==> src/rtl/rr_mem_arbiter8.sv <==
// Round-robin arbiter sharing one memory port among eight requesters.
// Holds the winner for a whole transaction, with optional timeout abort.
module rr_mem_arbiter8 #(
  parameter int TIMEOUT = 255
) (
  input  logic       clk,
  input  logic       rst,
  input  logic [7:0] req_read,
  input  logic [7:0] req_write,
  input  logic       mem_resp,
  output logic [2:0] sel,
  output logic [7:0] grant,
  output logic       mem_read,
  output logic       mem_write,
  output logic [7:0] resp,
  output logic       err
);

  typedef enum logic [1:0] {
    IDLE,
    BUSY,
    RELEASE
  } state_t;

  localparam logic [7:0] TLIM = 8'(TIMEOUT - 1);

  state_t     state;
  state_t     state_nx;
  logic [2:0] ptr;
  logic [2:0] win;
  logic [2:0] idx;
  logic       found;
  logic       op_rd;
  logic [7:0] cnt;
  logic [7:0] pending;
  logic       tmo;

  assign pending = req_read | req_write;
  assign tmo     = (TIMEOUT != 0) && (cnt == TLIM);

  // First pending requester at or above ptr, wrapping 7 -> 0.
  always_comb begin
    win   = ptr;
    found = 1'b0;
    idx   = ptr;
    for (int i = 0; i < 8; i++) begin
      idx = ptr + 3'(i);
      if (!found && pending[idx]) begin
        win   = idx;
        found = 1'b1;
      end
    end
  end

  // Next state and strobes; resp/err are suppressed while reset is asserted.
  always_comb begin
    state_nx  = state;
    grant     = '0;
    mem_read  = 1'b0;
    mem_write = 1'b0;
    resp      = '0;
    err       = 1'b0;
    unique case (state)
      IDLE: begin
        if (found) state_nx = BUSY;
      end
      BUSY: begin
        grant     = 8'b1 << sel;
        mem_read  = op_rd;
        mem_write = !op_rd;
        if (mem_resp) begin
          resp     = rst ? 8'h00 : (8'b1 << sel);
          state_nx = RELEASE;
        end else if (tmo) begin
          err      = !rst;
          state_nx = RELEASE;
        end
      end
      RELEASE: begin
        state_nx = IDLE;
      end
      default: begin
        state_nx = IDLE;
      end
    endcase
  end

  // State register.
  always_ff @(posedge clk) begin
    if (rst) state <= IDLE;
    else     state <= state_nx;
  end

  // Winner latch, timeout counter and round-robin pointer.
  always_ff @(posedge clk) begin
    if (rst) begin
      ptr   <= '0;
      sel   <= '0;
      op_rd <= 1'b0;
      cnt   <= '0;
    end else begin
      unique case (state)
        IDLE: begin
          if (found) begin
            sel   <= win;
            op_rd <= req_read[win];
            cnt   <= '0;
          end
        end
        BUSY: begin
          if (!mem_resp) cnt <= cnt + 8'd1;
        end
        RELEASE: begin
          ptr <= sel + 3'd1;
        end
        default: begin
          ptr <= ptr;
        end
      endcase
    end
  end

endmodule
==> config.mk <==
export PLATFORM = sky130hd
export DESIGN_NAME = rr_mem_arbiter8
export DESIGN_NICKNAME = d
export VERILOG_FILES = /design/src/rtl/rr_mem_arbiter8.sv
export SDC_FILE = /design/constraint.sdc
export NUM_CORES = 1
export LEC_CHECK = 0
export CAP_MARGIN = 20
export CORE_MARGIN = 4
export CORE_UTILIZATION = 40
export CTS_CLUSTER_DIAMETER = 200
export DETAILED_ROUTE_END_ITERATION = 8
export PLACE_DENSITY = 0.66
export SLEW_MARGIN = 10
export SYNTH_ARGS = -nofsm -noshare
export SYNTH_HDL_FRONTEND = slang
export SYNTH_SLANG_ARGS = --single-unit
export TNS_END_PERCENT = 5
==> constraint.sdc <==
create_clock -name clk -period 11.4 [get_ports clk]
set_input_delay 3.42 -clock clk [delete_from_list [all_inputs] [get_ports clk]]
set_output_delay 3.42 -clock clk [all_outputs]
set_load 0.01 [all_outputs]
==> flow_metrics.tcl, run 1 <==
set metrics [dict create \
    outcome "completed" \
    synth_flop_cell "dfxtp_1" \
    wire_per_inst_um 15.1 \
    ctsResizeCount 0 \
    slew_violations 0 \
    maxCapViolCount 0 \
    antenna_found_initial 0 \
    critPathKind "in2out" \
    overflow 0 \
    hold_viol 0 \
    synthArstFlopShare 0 \
    synth_edf_count 0 \
    dr_total_vias 2075 \
    cts.sinks 17 \
    ant_nets 0 \
    cp.required_ns 7.98 \
    path_cells "clkdlybuf4s50_1 > nand2b_1 > nor3_1 > and2_1 > clkdlybuf4s50_1" \
    nets 331 \
    cts_setup_buffers 0 \
    post_synth_num_cell_types 51 \
    tightest_slew_ns 0.633 \
    syn_to_final_growth_pct 23.9 \
    peakVddDrop_mv 0.0366 \
    crit_top_cell "clkdlybuf4s50_1" \
    track_usage 0.178 \
    cts_tree "yes" \
    critPathMaxFanout 13 \
    gp_congestion 0.906 \
    port_buffers 40 \
    clock_latency_ns 0.25 \
    worst_path_max_delay_cell "clkdlybuf4s50_1" \
    skew_ns 0.000743 \
    wirelength_um 5610 \
    die-area_mm2 0.00649 \
    insertedDiodeCount 0 \
    crit_path_start_kind "input port" \
    die_x_um 80.6 \
    grt_pass1_wl_um 9140 \
    vias_per_cell 5.59 \
    avgSynthCellArea_um2 7.98 \
    dr.pass1.iters 4 \
    finalSetupViolations 0 \
    io_pins 41 \
    ctsRootBufferMaster "clkbuf_8" \
    dpl.hpwl_um 4610 \
    fp.dieH_um 80.6 \
    power_density_mw_per_mm2 83.2 \
    synth-seq-cells 17 \
    critPathCaptureType "output port" \
    crit_arrival_ns 5.28 \
    synth_fp_nets 293 \
    rsz0062_at_grt "false" \
    core-area_mm2 0.00511 \
    grt_pass1_vias 1831 \
    finalSetupTns_ns 0 \
    cts_buffer_depth 2 \
    start_util 0.412 \
    ys_warn_count 0 \
    num_rows 26 \
    critPathMaxStageDelay_ns 0.62 \
    p_leak_uw 0.000983 \
    slew_headroom 0.566 \
    clk_pin_slew_ns 0.06 \
    drc 0 \
    min_period_over_period 0.763 \
    whs_ns 0.484 \
    drive_gt1_frac 0.106 \
    drt_iter0_markers 192 \
    hold_path.class "reg2reg" \
    ctsHoldBuffers 0 \
    min_period_ns 8.70 \
    cts_inserted_buffers 3 \
    syn-instance-count 264 \
    h-tree-depth 1 \
    max_freq_mhz 115 \
    yosysSeqAreaShare 0.162 \
    netlist_area_mm2 0.00211 \
    grt_max_degree 33 \
]
-- metal layers --
metal	vias to the layer above	track usage	routed length [um]	part of all wire
met1	941	0.256	2580	0.46
met5	-	0	0	0
met2	72	0.289	2630	0.47
li1	1053	-	-	-
met4	0	0.0389	73	0.013
met3	9	0.0157	328	0.058
-- cells in the mapped netlist, types with 6 or more instances --
cell	count	area share
nor3_1	14	0.033
o21ai_0	10	0.024
and2_1	9	0.027
a211oi_1	8	0.029
nand3_1	6	0.014
xor2_1	6	0.025
a21oi_1	16	0.038
nand2_1	19	0.034
ha_1	10	0.059
nor2_1	42	0.075
and3_1	8	0.024
dfxtp_1	17	0.16
mux2i_1	7	0.033
mux4_2	11	0.12
inv_1	9	0.016
-- per-stage QoR --
step / power [uW] / utilization / std cells / cell area (um2) / setup WS, ns
3_5_place_dp: 172 / 0.502 / 367 / 2560 / 2.71
3_3_place_gp: 172 / 0.502 / 367 / 2560 / 2.76
2_1_floorplan: 139 / - / 264 / 2110 / 4.03
5_1_grt: 234 / 0.511 / 371 / 2610 / 2.55
4_1_cts: 218 / 0.511 / 371 / 2610 / 2.71
6_report: 217 / 0.511 / 371 / 2610 / 2.70
-- cell families after synthesis --
logic type,synth area share
and+or+nand+nor,0.301
AOI/OAI and AO/OA,0.194
muxes,0.187
buffers and inverters,0.0428
DFF,0.162
xor gates and xnor gates,0.0547
adders and majority gates,0.0594
-- cells in the final DEF (no fill, tap or decap), types with 6 or more instances in the layout --
master	count
a211oi_1	8
a21oi_1	16
and2_1	9
and3_1	8
clkdlybuf4s50_1	40
dfxtp_1	17
ha_1	10
inv_1	9
mux2i_1	7
mux4_2	11
nand2_1	19
nand3_1	6
nor2_1	42
nor3_1	14
o21ai_0	10
xor2_1	6
-- final timing paths --
check,to,start,cells past startpoint,slack [ns]
worst min-delay path,cnt[5],cnt[5],2,0.48
worst min register to register,cnt[5],cnt[5],2,0.48
worst max register to register,op_rd,ptr[1],12,6.89
worst max-delay path,resp[4],rst,5,2.70
-- state kept, by name, indices dropped and copies added (netlist names) --
register and cells:
cnt 8, op_rd 1, ptr 3, sel 3, state 2
-- layout make-up --
cell class	instances	area (um2)
inverter	12	45.0
tap	70	87.6
timing repair buffer	42	415
multi-input combinational	226	1680
clock buffer	4	45.0
sequential	17	340
fill	505	2500
-- critical path: cells and delay by family --
family	cells	cell delay [ns]
buffers and inverters	2	1.16
AND/OR/NAND/NOR	3	0.69
-- power by group --
| part | leakage (uW) | switching, uW | total (uW) | internal (uW) |
|---|---|---|---|---|
| logic | 0.000822 | 57.5 | 104 | 46.4 |
| clock network | 0.0000228 | 20.7 | 45.5 | 24.8 |
| registers | 0.000138 | 4.79 | 67.7 | 62.9 |
| total | 0.000983 | 83.0 | 217 | 134 |
No activity file was read; power rests on OpenSTA's default activity.
==> run 2, diff against run 1 <==
- PLACE_DENSITY: 0.66 -> 0.69
- clock period: 11.4 -> 7.6 ns (I/O delays scaled with it)
==> flow_metrics.tcl, run 2 (synthesized netlist as in run 1, its figures left out) <==
set metrics [dict create \
    outcome "completed" \
    ctsHoldBuffers 0 \
    tightest_slew_ns 0.671 \
    ctsResizeCount 0 \
    grt_pass1_vias 2018 \
    wire_per_inst_um 14.8 \
    max_freq_mhz 156 \
    final_area_mm2 0.00261 \
    cts_tree "yes" \
    holdCritStartpoint "cnt[5]" \
    clk_pin_slew_ns 0.06 \
    largest_reg_flops 8 \
    cts_setup_buffers 0 \
    regMostFlops "cnt" \
    maxCapViolCount 0 \
    fp.dieH_um 80.6 \
    worstReg2RegEnd "op_rd" \
    dr_total_vias 2112 \
    core-area_mm2 0.00511 \
    total_power_uw 325 \
    r2r_setup_slack_ns 3.07 \
    min_period_over_period 0.846 \
    cp.required_ns 5.32 \
    worstSetupPathDepth 5 \
    crit_buf_inv 2 \
    crit_path_start_kind "input port" \
    nets 331 \
    min_period_ns 6.43 \
    die_x_um 80.6 \
    dp_slack_ns 1.19 \
    reg.largest.list "cnt x8, ptr x3, sel x3" \
    h-tree-depth 1 \
    worst_path_max_delay_cell "clkdlybuf4s50_1" \
    crit_family "buffers and inverters" \
    mostFrequentLayoutCells "nor2_1, clkdlybuf4s50_1, nand2_1, dfxtp_1, a21oi_1" \
    critPathKind "in2out" \
    dpl.hpwl_um 4400 \
    hold_viol 0 \
    p_leak_uw 0.000983 \
    num_rows 26 \
    drive_gt1_frac 0.106 \
    ctsRootBufferMaster "clkbuf_8" \
    port_buffers 40 \
    clock_latency_ns 0.25 \
    slew_headroom 0.540 \
    die-area_mm2 0.00649 \
    finalWorstSetupSlack_ns 1.17 \
    finalSetupTns_ns 0 \
    overflow 0 \
    critPathMaxStageDelay_ns 0.62 \
    critPathMaxFanout 13 \
    critPathCaptureType "output port" \
    dr.pass1.iters 4 \
    grt_max_degree 32 \
    reg2reg_from "ptr[1]" \
    track_usage 0.178 \
    syn_to_final_growth_pct 23.9 \
    finalSetupViolations 0 \
    hold_path_depth 2 \
    hold_path_end "cnt[5]" \
    cts.sinks 17 \
    start_util 0.412 \
    drc 0 \
    crit_top_cell "clkdlybuf4s50_1" \
    cts_buffer_depth 2 \
    ant_nets 0 \
    gp_congestion 0.949 \
    rsz0062_at_grt "false" \
    power_density_mw_per_mm2 125 \
    cts_inserted_buffers 3 \
    reg2reg_depth 12 \
    hold_path.class "reg2reg" \
    peakVddDrop_mv 0.0852 \
    drt_iter0_markers 181 \
    path_cells "clkdlybuf4s50_1 > nand2b_1 > nor3_1 > and2_1 > clkdlybuf4s50_1" \
    insertedDiodeCount 0 \
    wirelength_um 5510 \
    slew_violations 0 \
    post_dp_cell_area_mm2 0.00256 \
    antenna_found_initial 0 \
    io_pins 41 \
    grt_pass1_wl_um 9340 \
    crit_arrival_ns 4.15 \
    skew_ns 0.00257 \
    final_common_cell "nor2_1" \
    vias_per_cell 5.69 \
]
run 2: metal layers:
metal / track usage / share of wire / vias up
met4: 0.0287 / 0.013 / 0
met5: 0 / 0 / -
met2: 0.291 / 0.47 / 53
li1: - / - / 1047
met3: 0.0213 / 0.041 / 6
met1: 0.255 / 0.48 / 1006
run 2: how the worst max path moves through the flow:
stage	to	start	slack (ns)
floorplan	resp[0]	rst	2.51
global placement	resp[2]	rst	1.22
detailed placement	resp[5]	rst	1.19
CTS	resp[5]	rst	1.19
global route	resp[6]	rst	1.07
finish	resp[5]	rst	1.17
run 2: stage by stage:
stage	utilization	hold slack [ns]	cells
after floorplan	-	0.454	264
after global placement	0.502	0.471	367
after detailed placement	0.502	0.476	367
after CTS	0.511	0.486	371
after global routing	0.511	0.528	371
final	0.511	0.485	371
run 2: cell type report:
type	instances	area, um2
flip-flops and latches	17	340
well taps	70	87.6
repair buffers	42	415
multi-input cells	226	1680
fillers	491	2500
inverters	12	45.0
clock buffers	4	45.0
run 2: tightest hold or removal path, cell delays in order (launching register included):
cell and delay (ns):
dfxtp_1 0.31, o21ai_0 0.07, a21oi_1 0.06
run 2: where the power goes:
group / internal, uW / switching, uW / total, uW
registers: 94.3 / 7.61 / 102
logic: 69.4 / 86.0 / 155
clock network: 37.2 / 30.3 / 67.5
total: 201 / 124 / 325
==> run 3, diff against run 2 <==
- PLACE_DENSITY: 0.69 -> 0.66
- clock period: 7.6 -> 6.36 ns (I/O delays scaled with it)
==> flow_metrics.tcl, run 3 (synthesized netlist as in run 1, its figures left out) <==
set metrics [dict create \
    cp.required_ns 4.45 \
    p_leak_uw 0.000983 \
    worstReg2RegEnd "op_rd" \
    hold_path.class "reg2reg" \
    wirelength_um 5590 \
    h-tree-depth 1 \
    start_util 0.412 \
    outcome "completed" \
    cts_setup_buffers 0 \
    finalSetupViolations 0 \
    peakVddDrop_mv 0.0680 \
    dr.pass1.iters 4 \
    critPathMaxFanout 13 \
    rsz0062_at_grt "false" \
    vias_per_cell 5.56 \
    hold_viol 0 \
    die_x_um 80.6 \
    ff_latch_area_um2 340 \
    finalWorstSetupSlack_ns 0.621 \
    regMostFlops "cnt" \
    ctsResizeCount 0 \
    final_common_cell "nor2_1" \
    gp_congestion 0.866 \
    ant_nets 0 \
    slew_violations 0 \
    hold_path_end "cnt[5]" \
    crit_path_start_kind "input port" \
    track_usage 0.179 \
    die-area_mm2 0.00649 \
    hold_path_depth 2 \
    clock_latency_ns 0.25 \
    cts_buffer_depth 2 \
    holdCritStartpoint "cnt[5]" \
    fp.dieH_um 80.6 \
    min_period_ns 5.74 \
    skew_ns 0.00182 \
    reg2reg_from "ptr[1]" \
    reg.largest.list "cnt x8, ptr x3, sel x3" \
    dpl.hpwl_um 4570 \
    antenna_found_initial 0 \
    tightest_slew_ns 0.652 \
    finalSetupTns_ns 0 \
    maxCapViolCount 0 \
    power_density_mw_per_mm2 148 \
    num_rows 26 \
    nFillCells 501 \
    reg2reg_depth 12 \
    nets 331 \
    fin_cells 371 \
    dr_total_vias 2061 \
    drive_gt1_frac 0.106 \
    cts_tree "yes" \
    ctsRootBufferMaster "clkbuf_8" \
    max_freq_mhz 174 \
    grt_pass1_vias 1896 \
    grt_max_degree 33 \
    r2r_setup_slack_ns 1.80 \
    clk_pin_slew_ns 0.06 \
    place_inst 367 \
    cts_inserted_buffers 3 \
    cts.sinks 17 \
    syn_to_final_growth_pct 23.9 \
    multiInputGateArea_mm2 0.00168 \
    largest_reg_flops 8 \
    ctsHoldBuffers 0 \
    overflow 0 \
    critPathCaptureType "output port" \
    crit_arrival_ns 3.83 \
    dp_slack_ns 0.649 \
    port_buffers 40 \
    drt_iter0_markers 158 \
    insertedDiodeCount 0 \
    core-area_mm2 0.00511 \
    drc 0 \
    critPathKind "in2out" \
    min_period_over_period 0.902 \
    wire_per_inst_um 15.1 \
    grt_pass1_wl_um 9160 \
    slew_headroom 0.553 \
    io_pins 41 \
    mostFrequentLayoutCells "nor2_1, clkdlybuf4s50_1, nand2_1, dfxtp_1, a21oi_1" \
]
## run 3: layout make-up
type / count / share of cell area
inverter: 12 / 0.0173
clock buffer: 4 / 0.0173
sequential: 17 / 0.130
tap: 70 / 0.0336
timing repair buffer: 42 / 0.159
multi-input combinational: 226 / 0.642
## run 3: worst max-delay path: stages
cell	delay (ns)
clkdlybuf4s50_1	0.64
nand2b_1	0.32
nor3_1	0.24
and2_1	0.18
clkdlybuf4s50_1	0.54
## run 3: metrics by stage
stage	utilization	total power (uW)	cell area, um2	hold WS (ns)
after floorplan	-	249	2110	0.454
after global placement	0.502	308	2560	0.465
after detailed placement	0.502	309	2560	0.484
after CTS	0.511	388	2610	0.493
after global routing	0.511	414	2610	0.540
final	0.511	386	2610	0.485
## run 3: metal layers
metal,routed length (um),vias to the layer above,track usage
li1,-,1055,-
met1,2690,958,0.255
met2,2660,46,0.302
met3,206,2,0.0101
met4,27,0,0.0287
met5,0,-,0
## run 3: worst max path at each step
stage	depth (start not counted)	slack, ns	to	startpoint
after floorplan	10	1.96	op_rd	req_write[0]
after global placement	5	0.73	resp[1]	rst
after global routing	5	0.48	resp[4]	rst
final	5	0.62	resp[6]	rst
after CTS	5	0.64	resp[6]	rst
after detailed placement	5	0.65	resp[6]	rst
## run 3: power breakdown
part	internal, uW	total, uW	switching (uW)	leakage (uW)
combinational	83.2	187	103	0.000822
clock	44.4	78.0	33.6	0.0000228
sequential	113	122	8.85	0.000138
